$ cat src/rtl/snake_pkg.sv
// Shared encodings for the snake game: direction FSM states and the body controller state.
package snake_pkg;

   localparam logic [2:0] DIR_START = 3'd0;
   localparam logic [2:0] DIR_UP    = 3'd1;
   localparam logic [2:0] DIR_DOWN  = 3'd2;
   localparam logic [2:0] DIR_LEFT  = 3'd3;
   localparam logic [2:0] DIR_RIGHT = 3'd4;
   localparam logic [2:0] DIR_OVER  = 3'd5;

   typedef enum logic [2:0] {
      StIdle,
      StMove,
      StScan,
      StCommit,
      StDead
   } state_e;

   function automatic logic is_move_dir(input logic [2:0] d);
      return (d >= DIR_UP) && (d <= DIR_RIGHT);
   endfunction

endpackage

$ cat src/rtl/snake_seg_store.sv
// Snake segment register array: parallel shift-in at the head, reset image, scan and render reads.
module snake_seg_store
   import snake_pkg::*;
#(
   parameter int GRID_W   = 32,
   parameter int GRID_H   = 24,
   parameter int XW       = 5,
   parameter int YW       = 5,
   parameter int MAX_LEN  = 16,
   parameter int INIT_LEN = 3,
   parameter int IW       = $clog2(MAX_LEN)
) (
   input  logic          clkFSM,
   input  logic          reset,
   input  logic          shift,
   input  logic [XW-1:0] in_x,
   input  logic [YW-1:0] in_y,
   input  logic [IW-1:0] scan_idx,
   output logic [XW-1:0] scan_x,
   output logic [YW-1:0] scan_y,
   input  logic [IW-1:0] rd_idx,
   output logic [XW-1:0] rd_x,
   output logic [YW-1:0] rd_y,
   output logic [XW-1:0] head_x,
   output logic [YW-1:0] head_y
);

   logic [XW-1:0] seg_x [MAX_LEN];
   logic [YW-1:0] seg_y [MAX_LEN];

   always_ff @(posedge clkFSM) begin
      if (reset) begin
         for (int i = 0; i < MAX_LEN; i++) begin
            seg_x[i] <= (i < INIT_LEN) ? XW'(GRID_W / 2 - i) : '0;
            seg_y[i] <= (i < INIT_LEN) ? YW'(GRID_H / 2) : '0;
         end
      end else if (shift) begin
         for (int i = 1; i < MAX_LEN; i++) begin
            seg_x[i] <= seg_x[i-1];
            seg_y[i] <= seg_y[i-1];
         end
         seg_x[0] <= in_x;
         seg_y[0] <= in_y;
      end
   end

   assign scan_x = seg_x[scan_idx];
   assign scan_y = seg_y[scan_idx];
   assign rd_x   = seg_x[rd_idx];
   assign rd_y   = seg_y[rd_idx];
   assign head_x = seg_x[0];
   assign head_y = seg_y[0];

endmodule

$ cat src/rtl/snake_body_ctrl.sv
// Per-tick snake body sequencer: move, serial self-collision scan, commit, sticky game-over.
// Define SNAKE_WRAP_EN to make the walls wrap instead of ending the game.
module snake_body_ctrl
   import snake_pkg::*;
#(
   parameter int GRID_W   = 32,
   parameter int GRID_H   = 24,
   parameter int XW       = 5,
   parameter int YW       = 5,
   parameter int MAX_LEN  = 16,
   parameter int INIT_LEN = 3
) (
   input  logic                         clkFSM,
   input  logic                         reset,
   input  logic                         tick,
   input  logic [2:0]                   dir,
   input  logic [XW-1:0]                food_x,
   input  logic [YW-1:0]                food_y,
   input  logic                         food_valid,
   input  logic [$clog2(MAX_LEN)-1:0]   rd_idx,
   output logic [XW-1:0]                rd_x,
   output logic [YW-1:0]                rd_y,
   output logic                         rd_valid,
   output logic [XW-1:0]                head_x,
   output logic [YW-1:0]                head_y,
   output logic [$clog2(MAX_LEN+1)-1:0] length,
   output logic                         busy,
   output logic                         eat,
   output logic                         step_done,
   output logic                         over
);

   localparam int IW = $clog2(MAX_LEN);
   localparam int LW = $clog2(MAX_LEN + 1);

   state_e        state;
   logic [XW-1:0] nh_x, mv_x, scan_x, rd_x_c;
   logic [YW-1:0] nh_y, mv_y, scan_y, rd_y_c;
   logic [IW-1:0] k;
   logic [LW-1:0] limit;
   logic          grow, wall, wall_dead, scan_hit;

   snake_seg_store #(
      .GRID_W   (GRID_W),
      .GRID_H   (GRID_H),
      .XW       (XW),
      .YW       (YW),
      .MAX_LEN  (MAX_LEN),
      .INIT_LEN (INIT_LEN),
      .IW       (IW)
   ) u_store (
      .clkFSM   (clkFSM),
      .reset    (reset),
      .shift    (state == StCommit),
      .in_x     (nh_x),
      .in_y     (nh_y),
      .scan_idx (k),
      .scan_x   (scan_x),
      .scan_y   (scan_y),
      .rd_idx   (rd_idx),
      .rd_x     (rd_x_c),
      .rd_y     (rd_y_c),
      .head_x   (head_x),
      .head_y   (head_y)
   );

   // Candidate head with wrap-around; wall flags the crossing so the no-wrap build can kill.
   always_comb begin
      mv_x = head_x;
      mv_y = head_y;
      wall = 1'b0;
      case (dir)
         DIR_UP: begin
            wall = (head_y == '0);
            mv_y = wall ? YW'(GRID_H - 1) : head_y - YW'(1);
         end
         DIR_DOWN: begin
            wall = (head_y == YW'(GRID_H - 1));
            mv_y = wall ? '0 : head_y + YW'(1);
         end
         DIR_LEFT: begin
            wall = (head_x == '0);
            mv_x = wall ? XW'(GRID_W - 1) : head_x - XW'(1);
         end
         DIR_RIGHT: begin
            wall = (head_x == XW'(GRID_W - 1));
            mv_x = wall ? '0 : head_x + XW'(1);
         end
         default: ;
      endcase
   end

`ifdef SNAKE_WRAP_EN
   assign wall_dead = 1'b0;
`else
   assign wall_dead = wall;
`endif

   // The tail only vacates its cell when the snake does not grow.
   assign limit    = grow ? length - LW'(1) : length - LW'(2);
   assign scan_hit = (scan_x == nh_x) && (scan_y == nh_y);
   assign busy     = (state == StMove) || (state == StScan) || (state == StCommit);

   always_ff @(posedge clkFSM) begin
      if (reset) begin
         state     <= StIdle;
         nh_x      <= '0;
         nh_y      <= '0;
         grow      <= 1'b0;
         k         <= '0;
         length    <= LW'(INIT_LEN);
         over      <= 1'b0;
         eat       <= 1'b0;
         step_done <= 1'b0;
         rd_x      <= '0;
         rd_y      <= '0;
         rd_valid  <= 1'b0;
      end else begin
         eat       <= 1'b0;
         step_done <= 1'b0;
         rd_x      <= rd_x_c;
         rd_y      <= rd_y_c;
         rd_valid  <= LW'(rd_idx) < length;
         case (state)
            StIdle: begin
               if (tick) begin
                  if (is_move_dir(dir)) begin
                     state <= StMove;
                  end else if (dir == DIR_OVER) begin
                     state     <= StDead;
                     over      <= 1'b1;
                     step_done <= 1'b1;
                  end else begin
                     step_done <= 1'b1;
                  end
               end
            end
            StMove: begin
               k    <= '0;
               nh_x <= mv_x;
               nh_y <= mv_y;
               grow <= food_valid && (mv_x == food_x) && (mv_y == food_y);
               if (!is_move_dir(dir)) begin
                  state     <= StIdle;
                  step_done <= 1'b1;
               end else if (wall_dead) begin
                  state     <= StDead;
                  over      <= 1'b1;
                  step_done <= 1'b1;
               end else begin
                  state <= StScan;
               end
            end
            StScan: begin
               if (scan_hit) begin
                  state     <= StDead;
                  over      <= 1'b1;
                  step_done <= 1'b1;
               end else if (LW'(k) == limit) begin
                  state <= StCommit;
               end else begin
                  k <= k + IW'(1);
               end
            end
            StCommit: begin
               if (grow && (length < LW'(MAX_LEN))) length <= length + LW'(1);
               eat       <= grow;
               step_done <= 1'b1;
               state     <= StIdle;
            end
            StDead: ;
            default: state <= StIdle;
         endcase
      end
   end

endmodule

$ cat config.mk
export PLATFORM = sky130hd
export DESIGN_NAME = snake_body_ctrl
export DESIGN_NICKNAME = d
export VERILOG_FILES = /design/src/rtl/snake_pkg.sv /design/src/rtl/snake_seg_store.sv /design/src/rtl/snake_body_ctrl.sv
export SDC_FILE = /design/constraint.sdc
export NUM_CORES = 1
export LEC_CHECK = 0
export CAP_MARGIN = 20
export CORE_ASPECT_RATIO = 0.6
export CORE_UTILIZATION = 35
export CTS_CLUSTER_DIAMETER = 150
export CTS_CLUSTER_SIZE = 14
export DETAILED_ROUTE_END_ITERATION = 12
export GPL_ROUTABILITY_DRIVEN = 0
export SLEW_MARGIN = 40
export SYNTH_ARGS = -nofsm -noshare
export SYNTH_HDL_FRONTEND = slang
export SYNTH_SLANG_ARGS = --single-unit
$ cat constraint.sdc
create_clock -name clkFSM -period 3.7 [get_ports clkFSM]
set_input_delay 0.555 -clock clkFSM [delete_from_list [all_inputs] [get_ports clkFSM]]
set_output_delay 0.555 -clock clkFSM [all_outputs]
set_load 0.02 [all_outputs]
* Word-level counts from Yosys, hierarchy flattened *
Memory sizes are Yosys's and may differ from the RTL's. A register that Yosys moved wholly into a read port is not among the register bits.
Cells that the tools add are included.

word-level totals
  output and inout bits = 30
  RAM bits = 160
  register bits after elaboration = 27
  memories = 2
  input port bits = 21
  bits in read-only memories = 0
  latch bits = 0

cells by class
  bitwise gates (word level) = 34
  reduce and logical (&&, ||, !) cells = 17
  order comparisons = 4
  mux-type cells = 73
  shift-type cells = 0
  divide/modulo/power cells = 0
  eq/ne operators = 26
  $mul = 0
  add/subtract/negate cells = 8

memories
  name           depth  bits a word  read ports  clocked after Yosys merged registers in  wr ports  RTL line               RTL
  u_store.seg_x  16     5            17          2                                        16        snake_seg_store.sv:28  logic [XW-1:0] seg_x [MAX_LEN];
  u_store.seg_y  16     5            17          2                                        16        snake_seg_store.sv:29  logic [YW-1:0] seg_y [MAX_LEN];

operator list
  operator             count
  $mux 5               37
  $or 1x1->1           32
  $mux 4               6
  $mux 3               7
  $eq 5x5->1           4
  $pmux 5 s2           2
  $mux 1               16
  $add 5x1->5 const B  3
  $sub 5x1->5 const B  3
  $ne 2x2->1 const B   7
  $eq 3x2->1 const B   4
  $pmux 3 s4           1
  $eq 5x5->1 const B   2
  $logic_not 5->1      2
  $eq 3x3->1 const B   3
  $pmux 1 s4           2
  $pmux 4 s2           1
  $reduce_and 7->1     1
  $eq 3x1->1 const B   2
  $eq 4x5->1           1
  $logic_and 1x1->1    5
  $lt 4x5->1           1
  $lt 5x5->1 const B   1
  $sub 5x2->5 const B  1
  other kinds (16)     18

* Logic depth before layout (Yosys ltp) *
Gate-level depths: netlist of run 1.

  word-level depth = 8
  mapped depth = 12

* Cells and area by module *
A second synthesis of run 1 with hierarchy kept.

second synthesis, totals
  cell total of the unflattened synthesis = 895
  area total of the unflattened synthesis = 10,810.4 sq um

by module, submodules not included
  module           times used  area an instance (sq um)  cells each
  snake_seg_store  1           8,329.2                   579
  snake_body_ctrl  1           2,481.1                   316

* Worst setup path after synthesis of run 1 *
Ideal clock, no wire load.

  path kind = register to register
  start = register state[0]
  end = memory u_store.seg_x[0][0] (enable)
  cell stages (with the launch flop) = 6
  data arrival time = 2,846 ps
  buffers on the path = 3
  path slack = -73 ps
  library setup time = 926 ps
  path through = dfxtp_1 > clkbuf_1 > nand3b_1 > clkbuf_1 > clkbuf_1 > nand2_1

RTL lines
  item                      RTL line                RTL
  start: declaration        snake_body_ctrl.sv:36   state_e state;
  start signal: assignment  snake_body_ctrl.sv:106  state <= StIdle;
  start signal: assignment  snake_body_ctrl.sv:128  state <= StMove;
  start signal: assignment  snake_body_ctrl.sv:130  state <= StDead;
  end: declaration          snake_seg_store.sv:28

==> results.py, run 1 <==
metrics = {
    "yosys": {
        "synth_seq_cells": 201,
        "syn_nets": 996,
        "yosys_warnings": 0,
        "synth_area_um2": 10800,
        "yosys.cell_types.count": 60,
        "postSynthAreaPerCell_um2": 11.2,
        "yosys_most_used_dff": "dfxtp_1",
        "synth_cells": 961,
        "synth-edff-count": 100,
        "ys_seq_area_frac": 0.466,
        "yosys-top-cells-area": "edfxtp_1 (28%), dfxtp_1 (19%), mux4_2 (17%)",
        "synth_async_sr_flop_share": 0,
        "synth_top_area_share": 0.278,
        "yosys.area.top_type": "edfxtp_1",
    },
    "drt": {
        "antenna_left": 0,
        "first_pass_iters": 5,
        "drc_errors": 0,
        "vias_per_cell": 5.56,
        "vias": 7862,
        "drt_iter0_drc": 830,
        "wire_per_inst_um": 20.2,
        "routed_wl_um": 28500,
    },
    "clock_tree": {
        "cts_max_path_buffers": 3,
        "clk_pin_slew_ps": 70,
        "tritoncts": "built",
        "cts_made_buffers": 18,
        "cts_root_buffer": "clkbuf_16",
        "clock_latency_ps": 500,
        "post_cts_buffers": 0,
        "post_cts_resize_count": 0,
        "cts.sinks": 201,
        "cts_max_level": 1,
        "cts_hold_buf": 0,
    },
    "final_layout": {
        "num-nets-final": 1028,
        "n_antenna_cell": 0,
        "final_cell_mix": "nand2_1 (150), dfxtp_1 (100), edfxtp_1 (100), and2_1 (88), mux4_2 (80)",
        "final_common_cell": "nand2_1",
        "stdcell_count": 1413,
        "n_fill_cell": 2890,
        "final_cell_area_um2": 12300,
        "area_growth_syn_to_layout_pct": 14.4,
        "layout-drive-gt1-share": 0.160,
    },
    "floorplanning": {
        "die_y_um": 138,
        "coreArea_um2": 30100,
        "die_w_um": 229,
        "initial_core_util": 0.358,
        "io_pins": 51,
        "die_area_um2": 31600,
        "fp-row-count": 49,
    },
    "placed_design": {
        "dp.cells": 1381,
        "io_buffers": 50,
        "place_area_um2": 11800,
        "place_hpwl_um": 19000,
    },
    "power_and_ir_drop": {
        "clockPowerShare": 0.395,
        "intPower_mw": 3.52,
        "p_switching_mw": 1.10,
        "seq_power_share": 0.526,
        "switching_share": 0.239,
        "power_mw": 4.62,
        "leakage_nw": 4.10,
        "irDropWorstVdd_mv": 0.262,
        "power_density_nw_per_um2": 374,
        "comb_power_share": 0.079,
    },
    "critical_path": {
        "criticalPathCategory": "flop to flop",
        "cp-end-kind": "flop",
        "cpMostUsedCell": "buf_4",
        "path_cells": "buf_12 -> buf_4 -> mux2i_1 -> a22oi_1 -> a21boi_0 -> nor3b_1 -> mux4_2 -> nor4b_4 -> buf_4 -> or4_1 -> a31oi_1",
        "cp-start-kind": "flop",
        "slowest_delay_ps": 530,
        "cpMaxStageDelayCell": "mux4_2",
        "cp.required_ps": 4110,
        "worstPathArrival_ps": 3800,
        "cp_max_fo": 24,
    },
    "sta": {
        "drv_slew": 0,
        "setup_tns_ps": 0,
        "final-setup-viol-count": 0,
        "min_period_ps": 3390,
        "finalHoldViolations": 0,
        "finalCritPeriodShare": 0.917,
        "worst_clock_skew_ps": 21.4,
        "grt_setup_unrepaired": "false",
        "worst_pin_slew_ps": 778,
        "slew_headroom": 0.480,
        "max_freq_mhz": 295,
    },
    "job": {
        "maxCapViolCount": 0,
    },
    "global_routing": {
        "gr-usage-all-layers": 0.179,
        "grt_pass1_wl_um": 44000,
        "antenna_found_initial": 1,
        "grt_pass1_vias": 7109,
        "gr-total-overflow": 0,
        "grt_max_degree": 83,
    },
    "min_path": {
        "hold_class": "input pin to flop",
    },
    "status": {
        "status": "completed",
    },
}
[kinds of logic (layout without fill, tap and decap cells)]
kind of cell,Yosys count,count (layout),synth area share
adder cells (fa/ha/maj),14,14,0.0162
multiplexers,120,120,0.205
AND/OR/NAND/NOR,368,368,0.177
flip-flops,201,201,0.466
XOR/XNOR,28,28,0.0227
buffers and inverters,90,134,0.0348
AO/OA/AOI/OAI,140,140,0.0790
[power by group through the flow]
stage                     clock (mW)  sequential (mW)  combinational (mW)
after floorplan                    0             2.47               0.229
after CTS                       1.87             2.43               0.368
after global placement             0             2.48               0.365
final                           1.82             2.43               0.367
after global routing            1.96             2.43               0.393
after detailed placement           0             2.48               0.365
[metrics by stage]
step	hold WS, ps	util	worst slack, ps
5_1_grt	474	0.410	164
4_1_cts	443	0.410	372
3_5_place_dp	465	0.392	245
6_report	461	0.410	308
2_1_floorplan	443	-	680
3_3_place_gp	456	0.392	298
[cell type report]
| class | count | area, um^2 | area share |
|---|---|---|---|
| clock inverter | 1 | 11.3 | 0.000913 |
| tap | 408 | 510 | 0.0414 |
| clock buffer | 31 | 520 | 0.0422 |
| multi-input combinational | 670 | 5420 | 0.439 |
| sequential | 201 | 5030 | 0.407 |
| timing repair buffer | 83 | 785 | 0.0636 |
| inverter | 19 | 71.3 | 0.00578 |
[per-layer routing]
metal	track usage	up-vias	wire (um)
li1	-	3581	-
met1	0.309	3951	15100
met2	0.225	302	11000
met3	0.0320	28	2090
met4	0.0272	0	352
met5	0	-	0
[registers in the layout, summed over array words and instances, names as in the netlist, 3 cells and up, named ones only]
name and cells:
k 4, u_store.seg_x 80, rd_x 5, nh_y 5
u_store.seg_y 80, nh_x 5, state 3, rd_y 5
length 5
[final timing paths]
kind              cells past startpoint              endpoint                  from  slack, ps
setup / recovery                     11                  flop                  flop        310
hold / removal                        2             length[3]                 reset        460
setup reg to reg                     11                  flop                  flop        310
hold reg to reg                       2  u_store.seg_x[15][2]  u_store.seg_x[15][2]        470
[cell usage after synthesis, drive strengths merged (3+ instances only)]
master    n
nand2   151
dfxtp   101
edfxtp  100
and2     88
mux4     80
a21oi    79
clkbuf   54
mux2i    33
nor2     27
inv      18
xnor2    18
buf      17
nor2b    17
or3      17
ha       14
nand3    12
xor2     10
nor3      9
a31oi     8
nor3b     8
a22oi     7
mux2      7
a221oi    6
nand2b    6
nand3b    6
o211ai    6
o21ai     6
o22ai     6
a211oi    5
nand4b    4
nor4      4
or3b      4
or4       4
a21boi    3
nand4     3
[critical path, delay by kind of cell (launching register included)]
| family | cells | cell delay, ps |
|---|---|---|
| buf+inv | 3 | 700 |
| mux | 2 | 760 |
| flops | 1 | 360 |
| compound gates | 3 | 710 |
| simple gates | 3 | 760 |
Note: power is estimated with default switching activity, not from simulation.
==> run 2, diff against run 1 <==
CORE_UTILIZATION = 45   (was 35)
==> run 2 against run 1 <==
Net effect:
- die area fell by 22%
- power fell by 0.90%
- register-to-register slack improved by 90 ps
- global-route usage rose by 5.2 points
- setup slack improved by 94 ps
- hold slack got worse by 96 ps
- combinational power barely moved
- via count fell by 2.1%
==> results.py, run 2 (synthesis gave the netlist of run 1 again) <==
metrics = {
    "global_routing": {
        "gr-usage-all-layers": 0.230,
        "grt_pass1_vias": 7077,
        "antenna_found_initial": 0,
        "grt_max_degree": 61,
        "gr-total-overflow": 0,
        "grt_pass1_wl_um": 43500,
    },
    "final_layout": {
        "num-nets-final": 1024,
        "largestRegisters": "u_store.seg_x x80, u_store.seg_y x80",
        "area_growth_syn_to_layout_pct": 13.1,
        "layout-drive-gt1-share": 0.157,
        "n_antenna_cell": 0,
        "final_common_cell": "nand2_1",
        "final_cell_mix": "nand2_1 (150), dfxtp_1 (100), edfxtp_1 (100), and2_1 (88), mux4_2 (80)",
        "final_cell_area_um2": 12200,
    },
    "critical_path": {
        "path_cells": "buf_4 -> mux4_2 -> mux2i_1 -> nor3_1 -> mux4_2 -> nor4b_4 -> buf_4 -> or4_1 -> a31oi_1",
        "cp-end-kind": "flop",
        "cp-start-kind": "flop",
        "slowest_delay_ps": 620,
        "cpMaxStageDelayCell": "dfxtp_1",
        "worstPathArrival_ps": 3700,
        "criticalPathCategory": "flop to flop",
        "cp_max_fo": 19,
        "cp.required_ps": 4100,
    },
    "clock_tree": {
        "clock_latency_ps": 500,
        "cts_hold_buf": 0,
        "cts.sinks": 201,
        "cts_max_path_buffers": 3,
        "post_cts_resize_count": 0,
        "cts_root_buffer": "clkbuf_16",
        "tritoncts": "built",
        "cts_made_buffers": 18,
        "post_cts_buffers": 0,
        "cts_max_level": 1,
        "clk_pin_slew_ps": 70,
    },
    "sta": {
        "max_freq_mhz": 303,
        "worst_clock_skew_ps": 15.3,
        "setup_tns_ps": 0,
        "drv_slew": 0,
        "finalHoldViolations": 0,
        "worst_pin_slew_ps": 751,
        "min_period_ps": 3300,
        "finalCritPeriodShare": 0.892,
        "final-setup-viol-count": 0,
        "slew_headroom": 0.498,
        "grt_setup_unrepaired": "false",
    },
    "floorplanning": {
        "fp-row-count": 43,
        "coreArea_um2": 23300,
        "die_y_um": 122,
        "die_area_um2": 24600,
        "initial_core_util": 0.463,
        "die_w_um": 202,
        "io_pins": 51,
    },
    "drt": {
        "routed_wl_um": 28100,
        "vias": 7693,
        "wire_per_inst_um": 21.3,
        "vias_per_cell": 5.85,
        "drt_iter0_drc": 839,
        "drc_errors": 0,
        "first_pass_iters": 4,
        "antenna_left": 0,
    },
    "placed_design": {
        "place_hpwl_um": 18500,
        "io_buffers": 50,
        "place_area_um2": 11700,
    },
    "min_path": {
        "hold_class": "input pin to flop",
    },
    "power_and_ir_drop": {
        "leakage_nw": 4.07,
        "power_density_nw_per_um2": 375,
        "irDropWorstVdd_mv": 0.274,
    },
    "status": {
        "status": "completed",
    },
    "job": {
        "maxCapViolCount": 0,
    },
}
run 2: cell types whose count changed in the layout (fill, tap and decap cells not counted), sizes merged:
cell,change
clkbuf,-1
buf,-4
clkinv,+1
run 2: area by class of cell:
class | instances | area [um^2]
Sequential cell | 201 | 5030
Clock buffer | 30 | 495
Clock inverter | 2 | 27.5
Timing Repair Buffer | 79 | 763
Multi-Input combinational cell | 670 | 5420
Inverter | 19 | 71.3
Fill cell | 2079 | 11100
Tap cell | 315 | 394
run 2: stage by stage:
step	setup slack, ps	utilization	std cells	power [mW]	hold slack [ps]
final	401	0.524	1316	4.58	365
after global routing	171	0.524	1316	4.72	374
after CTS	385	0.523	1316	4.62	357
after detailed placement	280	0.501	1284	2.84	466
after global placement	302	0.501	1284	2.84	456
after floorplan	680	-	961	2.70	443
run 2: critical path, delay by kind of cell, from the launching register on:
| family | cells | cell delay, ps |
|---|---|---|
| muxes | 3 | 1040 |
| buffers and inverters | 2 | 540 |
| DFF | 1 | 620 |
| and+or+nand+nor | 3 | 760 |
| AOI/OAI and AO/OA | 1 | 230 |
run 2: final timing paths:
kind | startpoint | to | slack (ps) | cells after the start
setup / recovery | flop | k[3] | 400 | 9
hold / removal | reset | length[2] | 360 | 2
setup reg to reg | flop | k[3] | 400 | 9
hold reg to reg | u_store.seg_y[15][0] | u_store.seg_y[15][0] | 470 | 2
run 2: report_power, final:
| group | switching [mW] | internal, mW |
|---|---|---|
| sequential | 0.0489 | 2.38 |
| combinational | 0.192 | 0.172 |
| clock | 0.858 | 0.928 |
run 2: metal layers:
layer | track usage | vias to the layer above | share of wire
met1 | 0.392 | 3853 | 0.53
met4 | 0.0379 | 0 | 0.014
li1 | - | 3580 | -
met3 | 0.0372 | 28 | 0.067
met2 | 0.299 | 232 | 0.39
met5 | 0 | - | 0
==> run 3, diff against run 2 <==
TNS_END_PERCENT = 1   (was not set)
==> results of run 3 <==
The final DEF is identical to that of run 2; final timing and power are the same.
